**config.mk**
```make
export PLATFORM = sky130hd
export DESIGN_NAME = hex_display_scanner
export DESIGN_NICKNAME = d
export VERILOG_FILES = /design/src/rtl/hex_display_scanner.sv
export SDC_FILE = /design/constraint.sdc
export NUM_CORES = 1
export LEC_CHECK = 0
export CORE_UTILIZATION = 50
export CTS_BUF_LIST = sky130_fd_sc_hd__clkbuf_16
export CTS_CLUSTER_SIZE = 12
export DETAILED_ROUTE_END_ITERATION = 8
export GPL_TIMING_DRIVEN = 1
export PLACE_DENSITY_LB_ADDON = 0.25
export SETUP_SLACK_MARGIN = 0.15
export SLEW_MARGIN = 15
export SYNTH_ARGS = -nofsm -noshare
export SYNTH_HDL_FRONTEND = slang
export SYNTH_SLANG_ARGS = --single-unit
```
**constraint.sdc**
```tcl
create_clock -name clk -period 2.1 [get_ports clk]
set_input_delay 0.315 -clock clk [delete_from_list [all_inputs] [get_ports clk]]
set_output_delay 0.315 -clock clk [all_outputs]
set_load 0.01 [all_outputs]
```
**src/rtl/hex_display_scanner.sv**
```systemverilog
// Multiplexed hex display scanner: time-shares one seven-segment decoder
// across NUM_DIGITS common-anode digits, with frame-atomic value updates
// and optional leading-zero blanking.
module hex_display_scanner #(
   parameter int unsigned NUM_DIGITS = 8,
   parameter int unsigned TICK_DIV   = 50000
) (
   input  logic                    clk,
   input  logic                    rst_n,
   input  logic [4*NUM_DIGITS-1:0] value,
   input  logic                    load,
   input  logic                    enable,
   input  logic                    blank_lz,
   output logic [3:0]              digit,
   output logic                    show,
   output logic [NUM_DIGITS-1:0]   an,
   output logic                    frame_done
);

   localparam int unsigned IDX_W = (NUM_DIGITS > 1) ? $clog2(NUM_DIGITS) : 1;
   localparam int unsigned PRE_W = $clog2(TICK_DIV);
   localparam logic [IDX_W-1:0] LAST_IDX = IDX_W'(NUM_DIGITS - 1);
   localparam logic [PRE_W-1:0] LAST_PRE = PRE_W'(TICK_DIV - 1);

   logic [PRE_W-1:0]        r_pre;
   logic [IDX_W-1:0]        r_idx;
   logic [4*NUM_DIGITS-1:0] r_pend;
   logic                    r_pend_vld;
   logic [4*NUM_DIGITS-1:0] r_disp;
   logic                    r_wrap;
   logic [3:0]              r_digit;
   logic                    r_show;
   logic [NUM_DIGITS-1:0]   r_an;
   logic                    r_frame_done;

   logic                    w_tick;
   logic                    w_wrap;
   logic [3:0]              w_nib;
   logic [NUM_DIGITS-1:0]   w_sel_an;
   logic [NUM_DIGITS-1:0]   w_lead;
   logic                    w_zero_run;
   logic                    w_blank;

   assign w_tick = enable && (r_pre == LAST_PRE);
   assign w_wrap = w_tick && (r_idx == LAST_IDX);

   // Digit mux, anode decode and leading-zero detection for the current index
   always_comb begin
      w_nib      = 4'h0;
      w_sel_an   = '1;
      w_lead     = '0;
      w_zero_run = 1'b1;
      w_blank    = 1'b0;
      // w_lead[i]: nibbles NUM_DIGITS-1 down to i are all zero
      for (int i = int'(NUM_DIGITS) - 1; i >= 0; i--) begin
         w_zero_run = w_zero_run & (r_disp[4*i +: 4] == 4'h0);
         w_lead[i]  = w_zero_run;
      end
      for (int i = 0; i < int'(NUM_DIGITS); i++) begin
         if (r_idx == IDX_W'(i)) begin
            w_nib       = r_disp[4*i +: 4];
            w_sel_an[i] = 1'b0;
            w_blank     = blank_lz && (i != 0) && w_lead[i];
         end
      end
   end

   // Prescaler, scan index, pending capture and frame-atomic display update
   always_ff @(posedge clk) begin
      if (!rst_n) begin
         r_pre      <= '0;
         r_idx      <= '0;
         r_pend     <= '0;
         r_pend_vld <= 1'b0;
         r_disp     <= '0;
         r_wrap     <= 1'b0;
      end else begin
         if (enable) begin
            r_pre <= w_tick ? '0 : r_pre + PRE_W'(1);
         end
         if (w_tick) begin
            r_idx <= (r_idx == LAST_IDX) ? '0 : r_idx + IDX_W'(1);
         end
         if (load) begin
            r_pend     <= value;
            r_pend_vld <= 1'b1;
         end
         if (w_wrap) begin
            // A load coinciding with the wrap goes straight to the display
            r_pend_vld <= 1'b0;
            if (load) begin
               r_disp <= value;
            end else if (r_pend_vld) begin
               r_disp <= r_pend;
            end
         end
         // Delayed so frame_done lines up with the first index-0 output cycle
         r_wrap <= w_wrap;
      end
   end

   // Registered outputs; the display goes dark while scanning is disabled
   always_ff @(posedge clk) begin
      if (!rst_n) begin
         r_digit      <= 4'h0;
         r_show       <= 1'b0;
         r_an         <= '1;
         r_frame_done <= 1'b0;
      end else begin
         r_digit      <= w_nib;
         r_show       <= enable && !w_blank;
         r_an         <= enable ? w_sel_an : '1;
         r_frame_done <= enable && r_wrap;
      end
   end

   assign digit      = r_digit;
   assign show       = r_show;
   assign an         = r_an;
   assign frame_done = r_frame_done;

endmodule

```
==> run_results.csv, run 1 <==
group,metric,value,unit
run_status,run_status,"completed",
drt,totalWireLength,8560,um
place,gp_routability_congestion,0.897,
die,initial_core_util,51.9,%
sta,fin_crit_sh,96.0,%
drt,wire_per_inst,14.2,um
power,total_leakage_power,2.23,nW
cts,clkSlewWorstSetupHoldPaths,0.07,ns
cts,clock_tree.root_cell,"sky130_fd_sc_hd__clkbuf_16",
sta,fin_skew,0.00537,ns
yosys,yosysSeqAreaShare,46.3,%
cts,cts_hold_buf,0,
cts,insertion_delay,0.34,ns
sta,final_hold_violation_count,0,
yosys,ys_types,44,
die,die_width,94.6,um
power,power.switching,0.000806,W
critical_path,worstReg2RegStart,"r_pre[5]$_SDFFE_PN0P_",
final_layout,ant_diodes,0,
power,cellPowerDensity,724,nW/um^2
die,area_inside_the_core_boundary,8260,sq um
critical_path,cpPeakStageDelay,0.56,ns
yosys,synthesis.yosys.warnings,0,
grt,grt.overflow.total,0,
power,share_comb_of_total_power,5.7,%
grt,largest_net_degree_at_the_start_of_global_routing,34,
sta,worst_pin_slew,0.615,ns
hold_path,hold_class,"reg2reg",
critical_path,crit_path_start,"r_pre[5]$_SDFFE_PN0P_",
grt,antenna_found_initial,0,
grt,grt_pass1_vias,2985,
die,dieArea,8940,sq um
power,design_power_total,0.00389,W
critical_path,worst-path-max-fanout,17,
cts,number_of_buffers_added_by_the_clock_tree_synthesis_step,9,
critical_path,series_of_cell_instances_along_the_critical_path,"or4b_4 -> nor4_4 -> o211a_4 -> buf_12 -> mux2_1",
place,dp_hpwl,6080,um
drt,ant_nets,0,
sta,final-setup-viol-count,0,
cts,cts.sinks,99,
hold_path,min_from,"r_wrap$_SDFF_PN0_",
critical_path,arrival,2.24,ns
die,placementRows,33,
critical_path,timing.critical_path.slowest_stage_cell,"sky130_fd_sc_hd__or4b_4",
cts,cts_tree,"yes",
critical_path,ff2ff_setup_slack,0.08,ns
grt,grtUsageTotal,20.3,%
sta,finalCriticalPeriod,2.02,ns
yosys,mappedNetlistArea,4280,sq um
power,sw_frac_of_total,20.7,%
final_layout,post_synthesis_to_final_layout_area_growth,25.4,%
cts,cts_max_path_buffers,2,
drt,vias_per_cell,5.25,
cts,cts_max_level,3,
final_layout,proportion_of_layout_cells_with_a_drive_suffix_above_1,11.7,%
place,numPortBuffers,50,
sta,fmaxAchievable,0.496,GHz
drt,dr.first_iter.drc_count,180,
die,dieHeight,94.6,um
sta,slew_headroom,59.0,%
drt,drcViolationCount,0,
critical_path,critical_path.startpoint_type,"register",
power,cellInternalPower,0.00309,W
critical_path,cp_data_required_time,2.32,ns
die,ioPinCount,51,
power,power.ir.vdd_worst,0.358,mV
yosys,synthesis.instances,431,
sta,rsz0062_at_grt,"yes",
power,seq_power_share,49.7,%
final_layout,fin_nets,536,
critical_path,critPathCaptureType,"register",
yosys,synth.ff_latch_count,99,
run,drv.max_cap_violation_count,0,
yosys,synth_area_per_cell,9.94,sq um
final_layout,finalCoreUtilization,65.1,%
drt,firstDrtPassIters,4,
sta,final-max-slew-violation-count,0,
drt,route.vias.total,3159,
critical_path,critPathKind,"reg2reg",
power,power.share.clock,44.6,%
grt,grt_first_pass_wirelength,14000,um
yosys,mappedNetlistNets,475,
-- worst max-delay path: cells and delay by family, from the launching register on --
family | cells | cell delay (ns)
mux | 1 | 0.33
flops | 1 | 0.32
compound gates | 1 | 0.23
buf+inv | 1 | 0.16
simple gates | 2 | 0.86
-- what timing repair did --
action / CTS / global route
resized for setup: 3 / 11
pin swaps: 2 / 1
cloned: 0 / 1
buffers inserted: 0 / 1
setup endpoints to repair: 47 / 48
-- metrics by stage --
stage | setup WS, ns | hold slack [ns] | TNS, ns | instance area [sq um] | instances
floorplan | 0.141 | 0.437 | 0 | 4280 | 431
global placement | -0.0488 | 0.453 | -1.40 | 4980 | 584
detailed placement | -0.0966 | 0.446 | -2.58 | 4980 | 584
CTS | 0.0636 | 0.468 | 0 | 5320 | 600
global route | 0.0104 | 0.468 | 0 | 5370 | 602
finish | 0.0846 | 0.466 | 0 | 5370 | 602
-- logic make-up after synthesis --
kind of cell / Yosys count / share of synthesized area [%]
simple gates: 169 / 22.1
flops: 99 / 46.3
buf+inv: 33 / 3.62
compound gates: 45 / 7.19
xor+xnor: 14 / 2.86
fa+ha+maj: 7 / 2.04
mux: 64 / 15.9
-- cells in the mapped netlist, drive strengths merged --
| cell | number | area share [%] |
|---|---|---|
| a2111oi | 1 | 0.20 |
| a21o | 1 | 0.18 |
| a21oi | 15 | 1.8 |
| a22o | 3 | 0.61 |
| a22oi | 3 | 0.53 |
| a2bb2oi | 1 | 0.20 |
| a311oi | 1 | 0.20 |
| a31oi | 1 | 0.15 |
| a32o | 3 | 0.70 |
| and2 | 34 | 5.0 |
| and3 | 2 | 0.29 |
| and3b | 1 | 0.20 |
| buf | 8 | 1.4 |
| clkbuf | 19 | 1.7 |
| dfxtp | 99 | 46 |
| ha | 7 | 2.0 |
| inv | 6 | 0.53 |
| mux2 | 32 | 8.4 |
| mux2i | 32 | 7.5 |
| nand2 | 20 | 1.8 |
| nand2b | 7 | 1.1 |
| nand3 | 10 | 1.2 |
| nand3b | 1 | 0.18 |
| nand4 | 6 | 0.88 |
| nand4b | 1 | 0.20 |
| nor2 | 26 | 2.3 |
| nor2b | 37 | 5.4 |
| nor3 | 5 | 0.58 |
| nor3b | 1 | 0.18 |
| nor4 | 15 | 2.3 |
| o211a | 2 | 0.64 |
| o21a | 2 | 0.35 |
| o21ai | 5 | 0.58 |
| o22ai | 6 | 0.88 |
| o311ai | 1 | 0.20 |
| or2 | 1 | 0.15 |
| or4b | 2 | 0.47 |
| xnor2 | 11 | 2.2 |
| xor2 | 3 | 0.61 |
-- per-layer routing --
metal  vias up  wire length [um]  GRT usage, %
li1       1611                 -             -
met1      1475              4220          26.8
met2        62              3900          32.9
met3        11               318          3.14
met4         0               109          9.09
met5         -                 0             0
-- cells in the final DEF, fill, tap and decap left out, drive strengths merged, types with 3 or more instances in the layout --
master         synthesis  layout
dfxtp                 99      99
clkdlybuf4s50          0      48
nor2b                 37      37
and2                  34      34
mux2i                 32      32
mux2                  32      32
buf                    8      28
nor2                  26      26
nand2                 20      20
a21oi                 15      15
nor4                  15      15
xnor2                 11      11
nand3                 10      10
clkbuf                19       9
nand2b                 7       8
ha                     7       7
inv                    6       7
o22ai                  6       6
nand4                  6       6
nor3                   5       5
o21ai                  5       5
a22oi                  3       3
a32o                   3       3
a22o                   3       3
xor2                   3       3
clkinv                 0       3
-- power by group through the flow --
stage	combinational (W)	sequential [W]	clock [W]
after floorplan	0.000118	0.00197	0
after global placement	0.000217	0.00197	0
after detailed placement	0.000221	0.00198	0
after CTS	0.000222	0.00193	0.00176
after global routing	0.000246	0.00194	0.00184
final	0.000222	0.00193	0.00174
-- worst paths after layout --
check,to,cells after the start
max,r_disp[18]$_SDFFE_PN0P_,5
min,frame_done$_SDFF_PN0_,1
max reg2reg,r_disp[18]$_SDFFE_PN0P_,5
min reg2reg,frame_done$_SDFF_PN0_,1
-- layout make-up --
type                            count  area [sq um]
Fill cell                         669          2890
Multi-Input combinational cell    300          2200
Sequential cell                    99          1980
Timing Repair Buffer               76           714
Clock buffer                        9           225
Tap cell                          105           131
Clock inverter                      7          91.3
Inverter                            6          22.5
-- registers in the layout (all words and copies together) (netlist names) --
signal,flops
r_disp,32
r_pend,32
r_pre,16
an,8
digit,4
r_idx,3
frame_done,1
r_pend_vld,1
r_wrap,1
show,1
No activity file was read; power rests on OpenSTA's default activity.
==> run 2: changes to the inputs <==
--- a/config.mk
+++ b/config.mk
@@ -5,7 +5,7 @@
 export SDC_FILE = /design/constraint.sdc
 export NUM_CORES = 1
 export LEC_CHECK = 0
-export CORE_UTILIZATION = 50
+export CORE_UTILIZATION = 60
 export CTS_BUF_LIST = sky130_fd_sc_hd__clkbuf_16
 export CTS_CLUSTER_SIZE = 12
 export DETAILED_ROUTE_END_ITERATION = 8
==> constraint.sdc (replaced) <==
create_clock -name clk -period 2.55 [get_ports clk]
set_input_delay 0.3825 -clock clk [delete_from_list [all_inputs] [get_ports clk]]
set_output_delay 0.3825 -clock clk [all_outputs]
set_load 0.01 [all_outputs]
==> run 2 against run 1 <==
Compared with the run above:
- combinational power fell by 19%
- total power fell by 19%
- non-clock buffer count fell by 17
- highest routed layer unchanged
==> run_results.csv, run 2 (synthesis results as in run 1) <==
group,metric,value,unit
critical_path,critical_path.startpoint_type,"register",
sta,fin_skew,0.00873,ns
drt,route.met2.wl,3930,um
die,dieArea,7480,sq um
sta,hold_slack,0.498,ns
drt,ant_nets,0,
grt,grt.overflow.total,0,
drt,dr.first_iter.drc_count,232,
drt,routed.top_layer,"met4",
sta,worst_pin_slew,0.670,ns
drt,route.vias.total,3101,
critical_path,cp_data_required_time,2.76,ns
die,die_width,86.5,um
run_status,run_status,"completed",
drt,vias_per_cell,5.39,
sta,fmaxAchievable,0.437,GHz
critical_path,critPathKind,"reg2reg",
cts,clock_tree.root_cell,"sky130_fd_sc_hd__clkbuf_16",
grt,grtUsageTotal,23.5,%
drt,drcViolationCount,0,
sta,finalCriticalPeriod,2.29,ns
critical_path,worst-path-max-fanout,16,
die,initial_core_util,62.7,%
drt,wire_per_inst,14.7,um
drt,firstDrtPassIters,4,
cts,insertion_delay,0.34,ns
cts,cts.sinks,99,
place,numPortBuffers,50,
cts,cts_hold_buf,0,
critical_path,arrival,2.50,ns
run,drv.max_cap_violation_count,0,
power,cellPowerDensity,610,nW/um^2
cts,number_of_buffers_added_by_the_clock_tree_synthesis_step,9,
drt,totalWireLength,8440,um
final_layout,layout_common_cells,"99 x sky130_fd_sc_hd__dfxtp_1, 48 x sky130_fd_sc_hd__clkdlybuf4s50_1, 37 x sky130_fd_sc_hd__nor2b_1",
sta,setup_tns,0,ns
cts,cts_tree,"yes",
critical_path,critPathCaptureType,"register",
hold_path,hold_class,"reg2reg",
power,power.ir.vdd_worst,0.373,mV
place,dp_hpwl,5600,um
grt,antenna_found_initial,0,
die,dieHeight,86.5,um
drt,route.met3.wl,373,um
cts,cts_max_path_buffers,2,
final_layout,largest_registers,"r_disp x32, r_pend x32, r_pre x16",
final_layout,fin_nets,519,
grt,largest_net_degree_at_the_start_of_global_routing,47,
power,total_leakage_power,2.13,nW
sta,final_hold_violation_count,0,
final_layout,mostFrequentLayoutCell,"sky130_fd_sc_hd__dfxtp_1",
final_layout,ant_diodes,0,
die,ioPinCount,51,
sta,final-setup-viol-count,0,
drt,route.layer.met1.wl,4040,um
grt,grt_pass1_vias,2908,
power,design_power_total,0.00316,W
sta,final-max-slew-violation-count,0,
grt,grt_first_pass_wirelength,13800,um
sta,rsz0062_at_grt,"no",
final_layout,proportion_of_layout_cells_with_a_drive_suffix_above_1,6.05,%
cts,clkSlewWorstSetupHoldPaths,0.07,ns
place,gp_routability_congestion,0.947,
die,placementRows,30,
cts,cts_max_level,3,
final_layout,post_synthesis_to_final_layout_area_growth,20.8,%
die,area_inside_the_core_boundary,6830,sq um
sta,slew_headroom,55.4,%
sta,fin_crit_sh,89.8,%
[run 2: changes by cell type in the layout (fill, tap and decap cells not counted), sizes merged]
cell and change:
clkinv -2, clkinvlp +1, o211a +1, buf -17
nand2b -1
[run 2: worst max-delay path: stages (launching register included)]
cell and delay, ns:
sky130_fd_sc_hd__dfxtp_1 0.36, sky130_fd_sc_hd__or4b_1 0.59, sky130_fd_sc_hd__nor4_4 0.43, sky130_fd_sc_hd__o211a_4 0.40, sky130_fd_sc_hd__mux2_1 0.36
[run 2: final timing paths]
check | end | slack, ns | cells past startpoint | from
worst max-delay path | r_disp[14]$_SDFFE_PN0P_ | 0.26 | 4 | r_pre[5]$_SDFFE_PN0P_
worst min-delay path | frame_done$_SDFF_PN0_ | 0.50 | 1 | r_wrap$_SDFF_PN0_
worst min register to register | frame_done$_SDFF_PN0_ | 0.50 | 1 | r_wrap$_SDFF_PN0_
worst max register to register | r_disp[14]$_SDFFE_PN0P_ | 0.26 | 4 | r_pre[5]$_SDFFE_PN0P_
[run 2: layer usage]
metal	GRT usage [%]	vias up
met5	0	-
met4	6.82	0
met3	5.14	9
met2	38.7	78
met1	30.9	1431
li1	-	1583
[run 2: metrics by stage]
stage / utilization, % / instances / area, sq um / setup WS (ns)
2_1_floorplan: - / 431 / 4280 / 0.577
3_3_place_gp: 70.9 / 559 / 4840 / 0.186
3_5_place_dp: 70.9 / 559 / 4840 / 0.131
4_1_cts: 75.4 / 574 / 5150 / 0.240
5_1_grt: 75.8 / 575 / 5170 / 0.173
6_report: 75.8 / 575 / 5170 / 0.259
[run 2: cell type report]
| type | instances | area [sq um] |
|---|---|---|
| fillers | 491 | 1660 |
| clock inverters | 6 | 82.6 |
| inverters | 6 | 22.5 |
| well taps | 96 | 120 |
| multi-input cells | 300 | 2170 |
| flip-flops and latches | 99 | 1980 |
| repair buffers | 59 | 571 |
| clock buffers | 9 | 225 |
[run 2: repair_timing]
action	CTS	global route
gates resized for setup	0	2
setup buffers	0	0
setup endpoints to repair	0	2
[run 2: report_power, final]
part           switching [W]  internal (W)
combinational      0.0000780      0.000101
sequential         0.0000117       0.00158
clock               0.000537      0.000846
total               0.000627       0.00253
==> run 3: changes to the inputs <==
--- a/config.mk
+++ b/config.mk
@@ -5,6 +5,7 @@
 export SDC_FILE = /design/constraint.sdc
 export NUM_CORES = 1
 export LEC_CHECK = 0
+export CORE_MARGIN = 5
 export CORE_UTILIZATION = 60
 export CTS_BUF_LIST = sky130_fd_sc_hd__clkbuf_16
 export CTS_CLUSTER_SIZE = 12
==> run 3 against run 2 <==
Compared with the run above:
- final cell count up 0.35%
- clock skew down 0.0018 ns
- die area up 19%
- sequential share of layout area down 0.29 points
- first-iteration DRC count down 18%
- count of clock-buffer cells in the layout unchanged
- non-clock buffer count up 2
- routed wire length up 3.0%
- hold slack worse by 0.014 ns
- global-route usage down 2.9 points
==> run_results.csv, run 3 (synthesis results as in run 1) <==
group,metric,value,unit
power,seq_power_share,48.2,%
sta,layout_setup_ws,0.316,ns
sta,fin_crit_sh,87.6,%
final_layout,fin_nets,520,
final_layout,proportion_of_layout_cells_with_a_drive_suffix_above_1,6.86,%
run,drv.max_cap_violation_count,0,
hold_path,hold_class,"reg2reg",
drt,vias_per_cell,5.39,
cts,cts_tree,"yes",
power,power.switching,0.000652,W
cts,cts_hold_buf,0,
final_layout,finalCoreUtilization,75.9,%
die,initial_core_util,62.3,%
die,die_width,94.5,um
sta,setup_tns,0,ns
drt,firstDrtPassIters,4,
cts,cts_max_path_buffers,2,
critical_path,critPathCaptureType,"register",
cts,insertion_delay,0.33,ns
power,power.share.clock,46.3,%
sta,final-setup-viol-count,0,
drt,wire_per_inst,15.1,um
cts,cts.sinks,99,
final_layout,ant_diodes,0,
die,area_inside_the_core_boundary,6870,sq um
grt,largest_net_degree_at_the_start_of_global_routing,34,
critical_path,critPathKind,"reg2reg",
final_layout,stdcell_area,5220,sq um
sta,finalCriticalPeriod,2.23,ns
grt,grt_first_pass_wirelength,14500,um
final_layout,largest_registers,"r_disp x32, r_pend x32, r_pre x16",
critical_path,worst-path-max-fanout,15,
drt,ant_nets,0,
final_layout,post_synthesis_to_final_layout_area_growth,21.8,%
drt,dr.first_iter.drc_count,191,
critical_path,arrival,2.45,ns
cts,clkSlewWorstSetupHoldPaths,0.06,ns
place,dp_hpwl,6220,um
die,placementRows,30,
run_status,run_status,"completed",
critical_path,cp_data_required_time,2.77,ns
final_layout,layout_common_cells,"99 x sky130_fd_sc_hd__dfxtp_1, 48 x sky130_fd_sc_hd__clkdlybuf4s50_1, 37 x sky130_fd_sc_hd__nor2b_1",
place,placement.setup.worst_slack,0.179,ns
cts,number_of_post_cts_setup_repair_buffers,0,
power,share_comb_of_total_power,5.5,%
cts,clock_tree.root_cell,"sky130_fd_sc_hd__clkbuf_16",
sta,final-max-slew-violation-count,0,
sta,worst_pin_slew,0.621,ns
place,gp_routability_congestion,0.900,
grt,grtUsageTotal,20.6,%
cts,cts_max_level,3,
sta,fin_skew,0.00693,ns
sta,final_hold_violation_count,0,
final_layout,mostFrequentLayoutCell,"sky130_fd_sc_hd__dfxtp_1",
grt,grt_pass1_vias,3060,
place,place_area,4870,sq um
place,numPortBuffers,50,
grt,grt.overflow.total,0,
die,dieHeight,94.5,um
cts,ctsResizeCount,0,
drt,drcViolationCount,0,
power,cellPowerDensity,633,nW/um^2
sta,fmaxAchievable,0.448,GHz
sta,slew_headroom,57.5,%
power,power.ir.vdd_worst,0.449,mV
power,sw_frac_of_total,19.7,%
sta,rsz0062_at_grt,"no",
drt,totalWireLength,8690,um
final_layout,filler_cells_inserted,497,
die,dieArea,8930,sq um
power,cellInternalPower,0.00265,W
grt,antenna_found_initial,0,
drt,route.vias.total,3108,
die,ioPinCount,51,
power,total_leakage_power,2.14,nW
critical_path,critical_path.startpoint_type,"register",
cts,number_of_buffers_added_by_the_clock_tree_synthesis_step,9,
## run 3: layout make-up
| class | count | area [sq um] | area share [%] |
|---|---|---|---|
| tap | 96 | 120 | 2.30 |
| multi-input combinational | 299 | 2150 | 41.1 |
| timing repair buffer | 61 | 598 | 11.5 |
| inverter | 6 | 22.5 | 0.432 |
| clock buffer | 9 | 225 | 4.32 |
| clock inverter | 7 | 121 | 2.33 |
| sequential | 99 | 1980 | 38.0 |
## run 3: worst max-delay path: stages, from the launching register on
cell	delay, ns
sky130_fd_sc_hd__dfxtp_1	0.37
sky130_fd_sc_hd__or4b_1	0.58
sky130_fd_sc_hd__nor4_2	0.35
sky130_fd_sc_hd__o211a_4	0.23
sky130_fd_sc_hd__buf_4	0.24
sky130_fd_sc_hd__mux2_1	0.35
## run 3: stage by stage
step / total power [W] / hold WS, ns / std cells
6_report: 0.00330 / 0.484 / 577
5_1_grt: 0.00344 / 0.499 / 577
4_1_cts: 0.00334 / 0.483 / 577
3_5_place_dp: 0.00181 / 0.456 / 561
3_3_place_gp: 0.00180 / 0.451 / 561
2_1_floorplan: 0.00172 / 0.437 / 431
## run 3: path summary, 6_finish.rpt
kind              depth (start not counted)                  start                 endpoint  slack (ns)
setup / recovery                          5  r_pre[5]$_SDFFE_PN0P_  r_disp[17]$_SDFFE_PN0P_        0.32
hold / removal                            1      r_wrap$_SDFF_PN0_    frame_done$_SDFF_PN0_        0.48
setup reg to reg                          5  r_pre[5]$_SDFFE_PN0P_  r_disp[17]$_SDFFE_PN0P_        0.32
hold reg to reg                           1      r_wrap$_SDFF_PN0_    frame_done$_SDFF_PN0_        0.48
## run 3: power by group through the flow
| stage | clock network [W] | registers (W) | logic [W] |
|---|---|---|---|
| 2_1_floorplan | 0 | 0.00163 | 0.0000976 |
| 6_report | 0.00153 | 0.00159 | 0.000181 |
| 3_5_place_dp | 0 | 0.00163 | 0.000182 |
| 4_1_cts | 0.00156 | 0.00159 | 0.000183 |
| 3_3_place_gp | 0 | 0.00163 | 0.000177 |
| 5_1_grt | 0.00164 | 0.00159 | 0.000199 |
## run 3: layer usage
metal	up-vias	part of all wire, %	GRT usage (%)
met2	71	48	33.6
met3	14	3.9	3.43
met5	-	0	0
met4	0	1.7	9.13
li1	1575	-	-
met1	1448	46	26.9
